==> src/rtl/riscv_mc_pkg.sv <==
`default_nettype none
// ============================================================================
// Module   : riscv_mc_pkg
// Brief    : Shared states, opcodes, mux encodings and per-state control table
//            for the multi-cycle RISC-V sequencing controller.
// Revision : 1.0
// ============================================================================
package riscv_mc_pkg;

  typedef enum logic [3:0] {
    S_FETCH    = 4'd0,
    S_DECODE   = 4'd1,
    S_MEM_ADDR = 4'd2,
    S_MEM_RD   = 4'd3,
    S_MEM_WB   = 4'd4,
    S_MEM_WR   = 4'd5,
    S_EXEC_R   = 4'd6,
    S_EXEC_I   = 4'd7,
    S_ALU_WB   = 4'd8,
    S_BRANCH   = 4'd9,
    S_JAL      = 4'd10,
    S_TRAP     = 4'd11
  } state_e;

  localparam logic [6:0] OP_R      = 7'b0110011;
  localparam logic [6:0] OP_I      = 7'b0010011;
  localparam logic [6:0] OP_LOAD   = 7'b0000011;
  localparam logic [6:0] OP_STORE  = 7'b0100011;
  localparam logic [6:0] OP_BRANCH = 7'b1100011;
  localparam logic [6:0] OP_JAL    = 7'b1101111;

  localparam logic [2:0] ALU_ADD   = 3'b000;
  localparam logic [2:0] ALU_SUB   = 3'b001;
  localparam logic [2:0] ALU_RTYPE = 3'b010;
  localparam logic [2:0] ALU_ITYPE = 3'b011;

  localparam logic [1:0] SRC_A_PC    = 2'd0;
  localparam logic [1:0] SRC_A_RS1   = 2'd1;
  localparam logic [1:0] SRC_A_OLDPC = 2'd2;

  localparam logic [1:0] SRC_B_RS2  = 2'd0;
  localparam logic [1:0] SRC_B_FOUR = 2'd1;
  localparam logic [1:0] SRC_B_IMM  = 2'd2;

  localparam logic [1:0] RES_ALUOUT = 2'd0;
  localparam logic [1:0] RES_MDR    = 2'd1;
  localparam logic [1:0] RES_ALU    = 2'd2;

  // The *_ready / *_zero fields are qualifiers applied to live inputs downstream.
  typedef struct packed {
    logic       pc_write;
    logic       pc_write_ready;
    logic       pc_write_zero;
    logic       ir_write_ready;
    logic       i_or_d;
    logic       mem_read;
    logic       mem_write;
    logic       reg_write;
    logic [1:0] alu_src_a;
    logic [1:0] alu_src_b;
    logic [2:0] alu_op;
    logic [1:0] result_src;
  } ctrl_t;

  function automatic ctrl_t ctrl_for_state(input state_e s);
    ctrl_t c;
    c = '0;
    case (s)
      S_FETCH: begin
        c.pc_write_ready = 1'b1;
        c.ir_write_ready = 1'b1;
        c.mem_read       = 1'b1;
        c.alu_src_a      = SRC_A_PC;
        c.alu_src_b      = SRC_B_FOUR;
        c.alu_op         = ALU_ADD;
        c.result_src     = RES_ALU;
      end
      S_DECODE: begin
        c.alu_src_a = SRC_A_OLDPC;
        c.alu_src_b = SRC_B_IMM;
        c.alu_op    = ALU_ADD;
      end
      S_MEM_ADDR: begin
        c.alu_src_a = SRC_A_RS1;
        c.alu_src_b = SRC_B_IMM;
        c.alu_op    = ALU_ADD;
      end
      S_MEM_RD: begin
        c.i_or_d   = 1'b1;
        c.mem_read = 1'b1;
      end
      S_MEM_WB: begin
        c.result_src = RES_MDR;
        c.reg_write  = 1'b1;
      end
      S_MEM_WR: begin
        c.i_or_d    = 1'b1;
        c.mem_write = 1'b1;
      end
      S_EXEC_R: begin
        c.alu_src_a = SRC_A_RS1;
        c.alu_src_b = SRC_B_RS2;
        c.alu_op    = ALU_RTYPE;
      end
      S_EXEC_I: begin
        c.alu_src_a = SRC_A_RS1;
        c.alu_src_b = SRC_B_IMM;
        c.alu_op    = ALU_ITYPE;
      end
      S_ALU_WB: begin
        c.result_src = RES_ALUOUT;
        c.reg_write  = 1'b1;
      end
      S_BRANCH: begin
        c.alu_src_a     = SRC_A_RS1;
        c.alu_src_b     = SRC_B_RS2;
        c.alu_op        = ALU_SUB;
        c.result_src    = RES_ALUOUT;
        c.pc_write_zero = 1'b1;
      end
      S_JAL: begin
        c.alu_src_a  = SRC_A_OLDPC;
        c.alu_src_b  = SRC_B_FOUR;
        c.alu_op     = ALU_ADD;
        c.result_src = RES_ALUOUT;
        c.pc_write   = 1'b1;
      end
      default: c = '0;
    endcase
    return c;
  endfunction

endpackage
`default_nettype wire

==> src/rtl/mc_opcode_decoder.sv <==
`default_nettype none
// ============================================================================
// Module   : mc_opcode_decoder
// Brief    : Maps a 7-bit opcode onto a one-hot instruction class.
// Revision : 1.0
// ============================================================================
module mc_opcode_decoder
  import riscv_mc_pkg::*;
(
  input  logic [6:0] op_i,
  output logic       is_r_o,
  output logic       is_i_o,
  output logic       is_load_o,
  output logic       is_store_o,
  output logic       is_branch_o,
  output logic       is_jal_o,
  output logic       is_illegal_o
);

  always_comb begin
    is_r_o       = 1'b0;
    is_i_o       = 1'b0;
    is_load_o    = 1'b0;
    is_store_o   = 1'b0;
    is_branch_o  = 1'b0;
    is_jal_o     = 1'b0;
    is_illegal_o = 1'b0;
    case (op_i)
      OP_R:      is_r_o       = 1'b1;
      OP_I:      is_i_o       = 1'b1;
      OP_LOAD:   is_load_o    = 1'b1;
      OP_STORE:  is_store_o   = 1'b1;
      OP_BRANCH: is_branch_o  = 1'b1;
      OP_JAL:    is_jal_o     = 1'b1;
      default:   is_illegal_o = 1'b1;
    endcase
  end

endmodule
`default_nettype wire

==> src/rtl/multicycle_control_fsm.sv <==
`default_nettype none
// ============================================================================
// Module   : multicycle_control_fsm
// Brief    : Moore sequencer for the multi-cycle RISC-V core with ready-stalled
//            memory steps, sticky illegal flag and retired-instruction counter.
// Revision : 1.0
// ============================================================================
module multicycle_control_fsm
  import riscv_mc_pkg::*;
#(
  parameter int INSTRET_WIDTH = 32
) (
  input  logic                     clk,
  input  logic                     reset,
  input  logic [6:0]               op_i,
  input  logic                     zero_i,
  input  logic                     mem_ready_i,
  output logic                     pc_write_o,
  output logic                     ir_write_o,
  output logic                     i_or_d_o,
  output logic                     mem_read_o,
  output logic                     mem_write_o,
  output logic                     reg_write_o,
  output logic [1:0]               alu_src_a_o,
  output logic [1:0]               alu_src_b_o,
  output logic [2:0]               alu_op_o,
  output logic [1:0]               result_src_o,
  output logic [3:0]               state_o,
  output logic                     illegal_o,
  output logic [INSTRET_WIDTH-1:0] instret_o
);

  state_e                   state_q, state_d;
  ctrl_t                    ctrl_q, ctrl_d;
  logic [INSTRET_WIDTH-1:0] instret_q, instret_d;
  logic                     illegal_q, illegal_d;
  logic                     retire;

  logic is_r, is_i, is_load, is_store, is_branch, is_jal, is_illegal;

  mc_opcode_decoder u_dec (
    .op_i         (op_i),
    .is_r_o       (is_r),
    .is_i_o       (is_i),
    .is_load_o    (is_load),
    .is_store_o   (is_store),
    .is_branch_o  (is_branch),
    .is_jal_o     (is_jal),
    .is_illegal_o (is_illegal)
  );

  always_comb begin
    state_d = state_q;
    case (state_q)
      S_FETCH:    if (mem_ready_i) state_d = S_DECODE;
      S_DECODE: begin
        if (is_illegal)            state_d = S_TRAP;
        else if (is_r)             state_d = S_EXEC_R;
        else if (is_i)             state_d = S_EXEC_I;
        else if (is_load || is_store) state_d = S_MEM_ADDR;
        else if (is_branch)        state_d = S_BRANCH;
        else if (is_jal)           state_d = S_JAL;
        else                       state_d = S_TRAP;
      end
      S_MEM_ADDR: state_d = is_load ? S_MEM_RD : S_MEM_WR;
      S_MEM_RD:   if (mem_ready_i) state_d = S_MEM_WB;
      S_MEM_WB:   state_d = S_FETCH;
      S_MEM_WR:   if (mem_ready_i) state_d = S_FETCH;
      S_EXEC_R:   state_d = S_ALU_WB;
      S_EXEC_I:   state_d = S_ALU_WB;
      S_ALU_WB:   state_d = S_FETCH;
      S_BRANCH:   state_d = S_FETCH;
      S_JAL:      state_d = S_ALU_WB;
      S_TRAP:     state_d = S_TRAP;
      default:    state_d = S_FETCH;
    endcase

    retire = (state_d == S_FETCH) &&
             (state_q == S_MEM_WB || state_q == S_MEM_WR ||
              state_q == S_ALU_WB || state_q == S_BRANCH);
    instret_d = retire ? instret_q + {{(INSTRET_WIDTH-1){1'b0}}, 1'b1} : instret_q;
    illegal_d = illegal_q | (state_d == S_TRAP);
    // Outputs are pre-decoded from the next state so they leave a flop.
    ctrl_d    = ctrl_for_state(state_d);
  end

  always_ff @(posedge clk or posedge reset) begin
    if (reset) begin
      state_q   <= S_FETCH;
      ctrl_q    <= ctrl_for_state(S_FETCH);
      instret_q <= '0;
      illegal_q <= 1'b0;
    end else begin
      state_q   <= state_d;
      ctrl_q    <= ctrl_d;
      instret_q <= instret_d;
      illegal_q <= illegal_d;
    end
  end

  // Reset gates the strobes directly so they fall with the reset edge itself.
  assign pc_write_o   = ~reset & (ctrl_q.pc_write |
                                  (ctrl_q.pc_write_ready & mem_ready_i) |
                                  (ctrl_q.pc_write_zero & zero_i));
  assign ir_write_o   = ~reset & ctrl_q.ir_write_ready & mem_ready_i;
  assign mem_read_o   = ~reset & ctrl_q.mem_read;
  assign mem_write_o  = ~reset & ctrl_q.mem_write;
  assign reg_write_o  = ~reset & ctrl_q.reg_write;
  assign i_or_d_o     = ctrl_q.i_or_d;
  assign alu_src_a_o  = ctrl_q.alu_src_a;
  assign alu_src_b_o  = ctrl_q.alu_src_b;
  assign alu_op_o     = ctrl_q.alu_op;
  assign result_src_o = ctrl_q.result_src;
  assign state_o      = state_q;
  assign illegal_o    = illegal_q;
  assign instret_o    = instret_q;

endmodule
`default_nettype wire

==> config.mk <==
export PLATFORM = sky130hd
export DESIGN_NAME = multicycle_control_fsm
export DESIGN_NICKNAME = d
export VERILOG_FILES = /design/src/rtl/riscv_mc_pkg.sv /design/src/rtl/mc_opcode_decoder.sv /design/src/rtl/multicycle_control_fsm.sv
export SDC_FILE = /design/constraint.sdc
export NUM_CORES = 1
export LEC_CHECK = 0
export ABC_AREA = 1
export BUFFER_PORTS_ARGS = -buffer_cell sky130_fd_sc_hd__buf_2
export CAP_MARGIN = 10
export CORE_MARGIN = 2
export CORE_UTILIZATION = 50
export DETAILED_ROUTE_END_ITERATION = 8
export PLACE_DENSITY_LB_ADDON = 0.08
export SETUP_SLACK_MARGIN = 0.4
export SLEW_MARGIN = 5
export SYNTH_ARGS = -nofsm -noshare
export SYNTH_HDL_FRONTEND = slang
export SYNTH_SLANG_ARGS = --single-unit
==> constraint.sdc <==
create_clock -name clk -period 1.75 [get_ports clk]
set_clock_uncertainty 0.2 [all_clocks]
set_input_delay 0.175 -clock clk [delete_from_list [all_inputs] [get_ports clk]]
set_output_delay 0.175 -clock clk [all_outputs]
set_load 0.01 [all_outputs]
Word level (Yosys, flattened, before mapping)
Index checks and enable logic that the tools add are counted.
{"block": "totals", "out_inout_bits": 52, "reg_bits": 53}
{"block": "op_classes", "n_reduce_logical": 12, "eq_ne": 28, "n_addsub": 1, "n_mux": 26, "n_bitwise": 12}
{"operator": "7-bit case mux with 7 select lines", "count": 1}
{"operator": "32-bit by 1-bit adder with 32-bit output, second input constant", "count": 1}
{"operator": "4-bit by 3-bit == test with 1-bit output, second input constant", "count": 8}
{"operator": "4-bit == test, second input constant", "count": 8}
{"operator": "4-bit 2-to-1 mux", "count": 7}
{"operator": "4-bit case mux with 7 select lines", "count": 1}
{"operator": "4-bit by 2-bit == test with 1-bit output, second input constant", "count": 4}
{"operator": "7-bit by 6-bit == test with 1-bit output, second input constant", "count": 2}
{"operator": "7-bit == test, second input constant", "count": 2}
{"operator": "1-bit 2-to-1 mux", "count": 14}
{"operator": "1-bit bitwise AND", "count": 8}
{"operator": "4-bit by 1-bit == test with 1-bit output, second input constant", "count": 2}
{"operator": "4-bit logical NOT", "count": 2}
{"operator": "7-bit by 2-bit == test with 1-bit output, second input constant", "count": 1}
{"operator": "7-bit by 5-bit == test with 1-bit output, second input constant", "count": 1}
{"operator": "2-bit OR reduction", "count": 3}
{"operator": "6-bit OR reduction", "count": 1}
{"operator": "1-bit logical OR", "count": 4}
{"operator": "2-bit case mux with 2 select lines", "count": 1}
{"operator": "3-bit 2-to-1 mux", "count": 1}
{"operator": "1-bit OR", "count": 3}
{"operator": "3-bit OR reduction", "count": 1}
{"operator": "2-bit 2-to-1 mux", "count": 1}
{"operator": "1-bit logical AND", "count": 1}
{"operator": "1-bit inverter", "count": 1}

Depth between registers and ports, before layout
{"block": "logic_depth", "word_depth": 12, "ltp_mapped": 12, "depth_no_buf": 11}

Hierarchy
From an unflattened synthesis, not the netlist that was laid out.
{"block": "unflattened", "cells_unflattened": 474, "area_unflattened_um2": 3290.7}
{"mod": "multicycle_control_fsm", "cells_each": 453, "seq_area_each_um2": 1280.0, "area_per_inst_um2": 3201.8, "n_inst": 1}
{"mod": "mc_opcode_decoder", "cells_each": 21, "seq_area_each_um2": 0.0, "area_per_inst_um2": 88.8, "n_inst": 1}

Worst setup path after synthesis
No wires, ideal clock.
{"block": "synth_path", "kind": "reg2reg", "startpoint": "register instret_q[0], in the netlist instret_o[0]", "endpoint": "register instret_q[26], in the netlist instret_o[26]", "arrival_ns": 1.559, "stages_incl_launch_ff": 11, "setup_ns": 0.117, "n_path_buf": 0, "period_less_slack_ns": 1.876, "setup_slack_ns": -0.126, "path_cell_list": "dfrtp_1 ha_1 inv_1 nor2_1 nand2_1 nor2_1 nand2_1 nand2_1 nand2_1 nand4_1 nand2_1"}
{"block": "synth_between", "elab_chain_len": 1}
{"item": "start: declaration", "line_no": "multicycle_control_fsm.sv:35", "source": "logic [INSTRET_WIDTH-1:0] instret_q, instret_d;"}
{"item": "start signal: assignment", "line_no": "multicycle_control_fsm.sv:96", "source": "instret_q <= instret_d;"}
{"item": "32-bit by 1-bit adder with 32-bit output", "line_no": "multicycle_control_fsm.sv:81", "source": "instret_d = retire ? instret_q + {{(INSTRET_WIDTH-1){1'b0}}, 1'b1} : instret_q;"}
No other way between the ends.
A chain may end at the register's enable or synchronous reset.

Worst setup path in the final report
{"block": "layout_path", "startpoint": "register state_q[2], in the netlist state_o[2]", "endpoint": "register instret_q[31], in the netlist instret_o[31]"}
{"block": "layout_between", "elab_chain_len": 5}
{"item": "start: declaration", "line_no": "multicycle_control_fsm.sv:33", "source": "state_e state_q, state_d;"}
{"item": "start signal: assignment", "line_no": "multicycle_control_fsm.sv:94", "source": "state_q <= state_d;"}
{"item": "4-bit == test / 4-bit by 3-bit == test with 1-bit output (equally long branches)", "line_no": "multicycle_control_fsm.sv:54", "source": "case (state_q)"}
{"item": "3-bit OR reduction (no source line)"}
{"item": "4-bit case mux with 7 select lines (*)", "line_no": "multicycle_control_fsm.sv:54"}
{"item": "named net state_d[1]", "line_no": "multicycle_control_fsm.sv:33"}
{"item": "4-bit logical NOT (*)", "line_no": "multicycle_control_fsm.sv:78", "source": "retire = (state_d == S_FETCH) &&"}
{"item": "1-bit logical AND (*)", "line_no": "multicycle_control_fsm.sv:78"}
The timed path passes the listed nets; every way through them passes the cells marked *.

==> impl_metrics.env <==
export IMPL_yosys_top_cells_area="dfrtp_1 (37%), nand2_1 (23%), nor2_1 (8.0%)"
export IMPL_dr_pass1_iters=4
export IMPL_synth_top_cell_area_share=0.368
export IMPL_die_h_um=84.8
export IMPL_fill_cells=532
export IMPL_path_delay_family="simple AND/OR/NAND/NOR gates"
export IMPL_placed_area_um2=3850
export IMPL_die_w_um=84.8
export IMPL_mostFrequentLayoutCell="nand2_1"
export IMPL_yosys_cell_types_count=27
export IMPL_area_growth_pct=35.5
export IMPL_n_antenna_cell=0
export IMPL_holdBufCountCts=1
export IMPL_routedWlPerCell_um=13.7
export IMPL_viasPerCell=5.07
export IMPL_status="finished with violations"
export IMPL_final_area_um2=4430
export IMPL_nets=593
export IMPL_crit_path_top_delay_cell="dfrtp_2"
export IMPL_final_cell_count_no_fill=659
export IMPL_hold_viol=1
export IMPL_cts_htree_levels=2
export IMPL_start_kind="flip-flop"
export IMPL_crit_arrival_ns=1.93
export IMPL_slew_violations=0
export IMPL_portBuffers=61
export IMPL_cp_data_required_time_ns=1.80
export IMPL_cts_sinks=51
export IMPL_path_max_fanout=8
export IMPL_netlist_area_um2=3270
export IMPL_ys_seq_area_frac=0.392
export IMPL_setup_viol_count_final=43
export IMPL_holdWs_ns=-0.0247
export IMPL_rrSetupSlack_ns=-0.13
export IMPL_vias=3344
export IMPL_tns_ns=-4.31
export IMPL_row_count=29
export IMPL_cts_root_buffer="clkbuf_8"
export IMPL_ys_seq_elements=51
export IMPL_cts_buffers=5
export IMPL_crit_chain="nor2_4 > inv_1 > nor2_2 > nand3_2 > nand3_4 > nor2_8 > nand3_4 > clkbuf_16 > nand2_2 > nand2_2"
export IMPL_synth_area_per_cell_um2=6.78
export IMPL_min_period_over_period=1.08
export IMPL_cts_tree="done"
export IMPL_grt_use_total=0.247
export IMPL_p_per_area_nw_per_um2=1290
export IMPL_clk_pin_slew_worst_paths_ns=0.11
export IMPL_p_leak_nw=2.31
export IMPL_placed_cells=637
export IMPL_io_pins=63
export IMPL_ys_warn_count=0
export IMPL_syn_inst=482
export IMPL_grt_pass1_vias=3007
export IMPL_synthesis_nets=494
export IMPL_crit_path_end_kind="flip-flop"
export IMPL_grt_first_pass_wirelength_um=14400
export IMPL_crit_type="flip-flop to flip-flop"
export IMPL_final_setup_worst_slack_ns=-0.135
export IMPL_antenna_found_initial=0
export IMPL_cp_slowest_stage_delay_ns=0.46
export IMPL_final_cell_mix="nand2_1 (157), nor2_1 (59), buf_2 (53)"
export IMPL_dieArea_um2=7200
export IMPL_rsz0062_at_grt="true"
export IMPL_drive_gt1_frac=0.381
export IMPL_gp_congestion=0.929
export IMPL_core_area_um2=6350
export IMPL_dp_hpwl_um=6360
export IMPL_totalWireLength_um=9000
export IMPL_antenna_left=0
export IMPL_drt_iter0_drc=165
export IMPL_post_synth_top_area_cell="dfrtp_1"
export IMPL_crit_buf_inv=2
export IMPL_hold_class="input port to flip-flop"
export IMPL_grt_max_degree=33
export IMPL_max_clock_path_buffers=2
export IMPL_violations="negative hold slack, negative setup slack"
export IMPL_clock_latency_ns=0.31
export IMPL_drv_cap=0
export IMPL_fmax_mhz=531
export IMPL_drc=0
export IMPL_start_util=0.514
export IMPL_gr_total_overflow=0
export IMPL_ir_worst_vdd_v=0.00129
export IMPL_period_needed_ns=1.88
## Yosys cell counts, drive strengths merged
cell type  number
o21ai           2
nand4          33
ha              1
dfstp           3
nor3            1
clkbuf          3
buf            18
conb            1
dfrtp          48
xnor2           4
inv            52
nor2           75
a21oi           3
nand3b          1
a31o            1
nand3          26
nand2         199
xor2           11
## tightest hold or removal path, stage by stage
cell,delay (ns)
buf_2,0.15
nand3_2,0.10
inv_1,0.04
## logic make-up (layout without fill, tap and decap cells)
logic type | count (synthesis) | count (layout) | synth area share
AND/OR/NAND/NOR | 335 | 335 | 0.444
buffers and inverters | 73 | 173 | 0.108
flip-flops | 51 | 51 | 0.392
XOR/XNOR | 15 | 15 | 0.0402
AO/OA/AOI/OAI | 6 | 6 | 0.0115
adder cells (fa/ha/maj) | 1 | 1 | 0.00383
other | 1 | 1 | 0.00115
## what timing repair did
| action | CTS | global route |
|---|---|---|
| endpoints found under the hold margin | 19 | 1 |
| resized for setup | 22 | 88 |
| pin swaps | 2 | 16 |
| setup buffers | 5 | 5 |
| cloned | 0 | 3 |
| endpoints found under the setup margin | 63 | 71 |
## path summary, 6_finish.rpt
| kind | depth (start not counted) | startpoint | end |
|---|---|---|---|
| min in group asynchronous | 3 | reset | instret_o[10] |
| worst min register to register | 1 | illegal_o | illegal_o |
| max in group asynchronous | 4 | reset | ctrl_q[11] |
| worst min-delay path | 3 | mem_ready_i | result_src_o[0] |
| worst max register to register | 10 | state_o[2] | instret_o[31] |
| worst max-delay path | 10 | state_o[2] | instret_o[31] |
## metal layers
metal	up-vias	wire length, um	global-route usage	share of wire
li1	1685	-	-	-
met2	76	4210	0.388	0.47
met1	1579	4320	0.365	0.48
met4	0	51	0.0491	0.0057
met5	-	0	0	0
met3	4	423	0.0370	0.047
## per-stage QoR
stage               power (W)   util  worst slack (ns)  hold WS, ns
floorplan             0.00342      -           -0.0278       0.0226
global placement      0.00418  0.606           -0.0840       0.0610
detailed placement    0.00422  0.606           -0.0696       0.0615
CTS                   0.00510  0.642           -0.0590      -0.0348
global route          0.00610  0.697            -0.227      -0.0346
finish                0.00571  0.697            -0.135      -0.0247
## flip-flops by register name, indices dropped and copies added (netlist names)
signal and flops:
instret_o 32, i_or_d_o 1, alu_op_o 2, alu_src_b_o 2
result_src_o 1, alu_src_a_o 2, ctrl_q 6, state_o 4
illegal_o 1
## layout make-up
class	instances	area, um^2	share of cell area
inverter	52	199	0.0450
sequential	51	1300	0.294
clock buffer	5	68.8	0.0155
timing repair buffer	113	881	0.199
tap	77	96.3	0.0218
clock inverter	3	25.0	0.00565
multi-input combinational	358	1860	0.419
## power breakdown
group	internal (W)	switching, W
clock	0.000293	0.000440
combinational	0.00137	0.00206
sequential	0.00141	0.000134
total	0.00307	0.00264
Note: power is estimated with default switching activity, not from simulation.
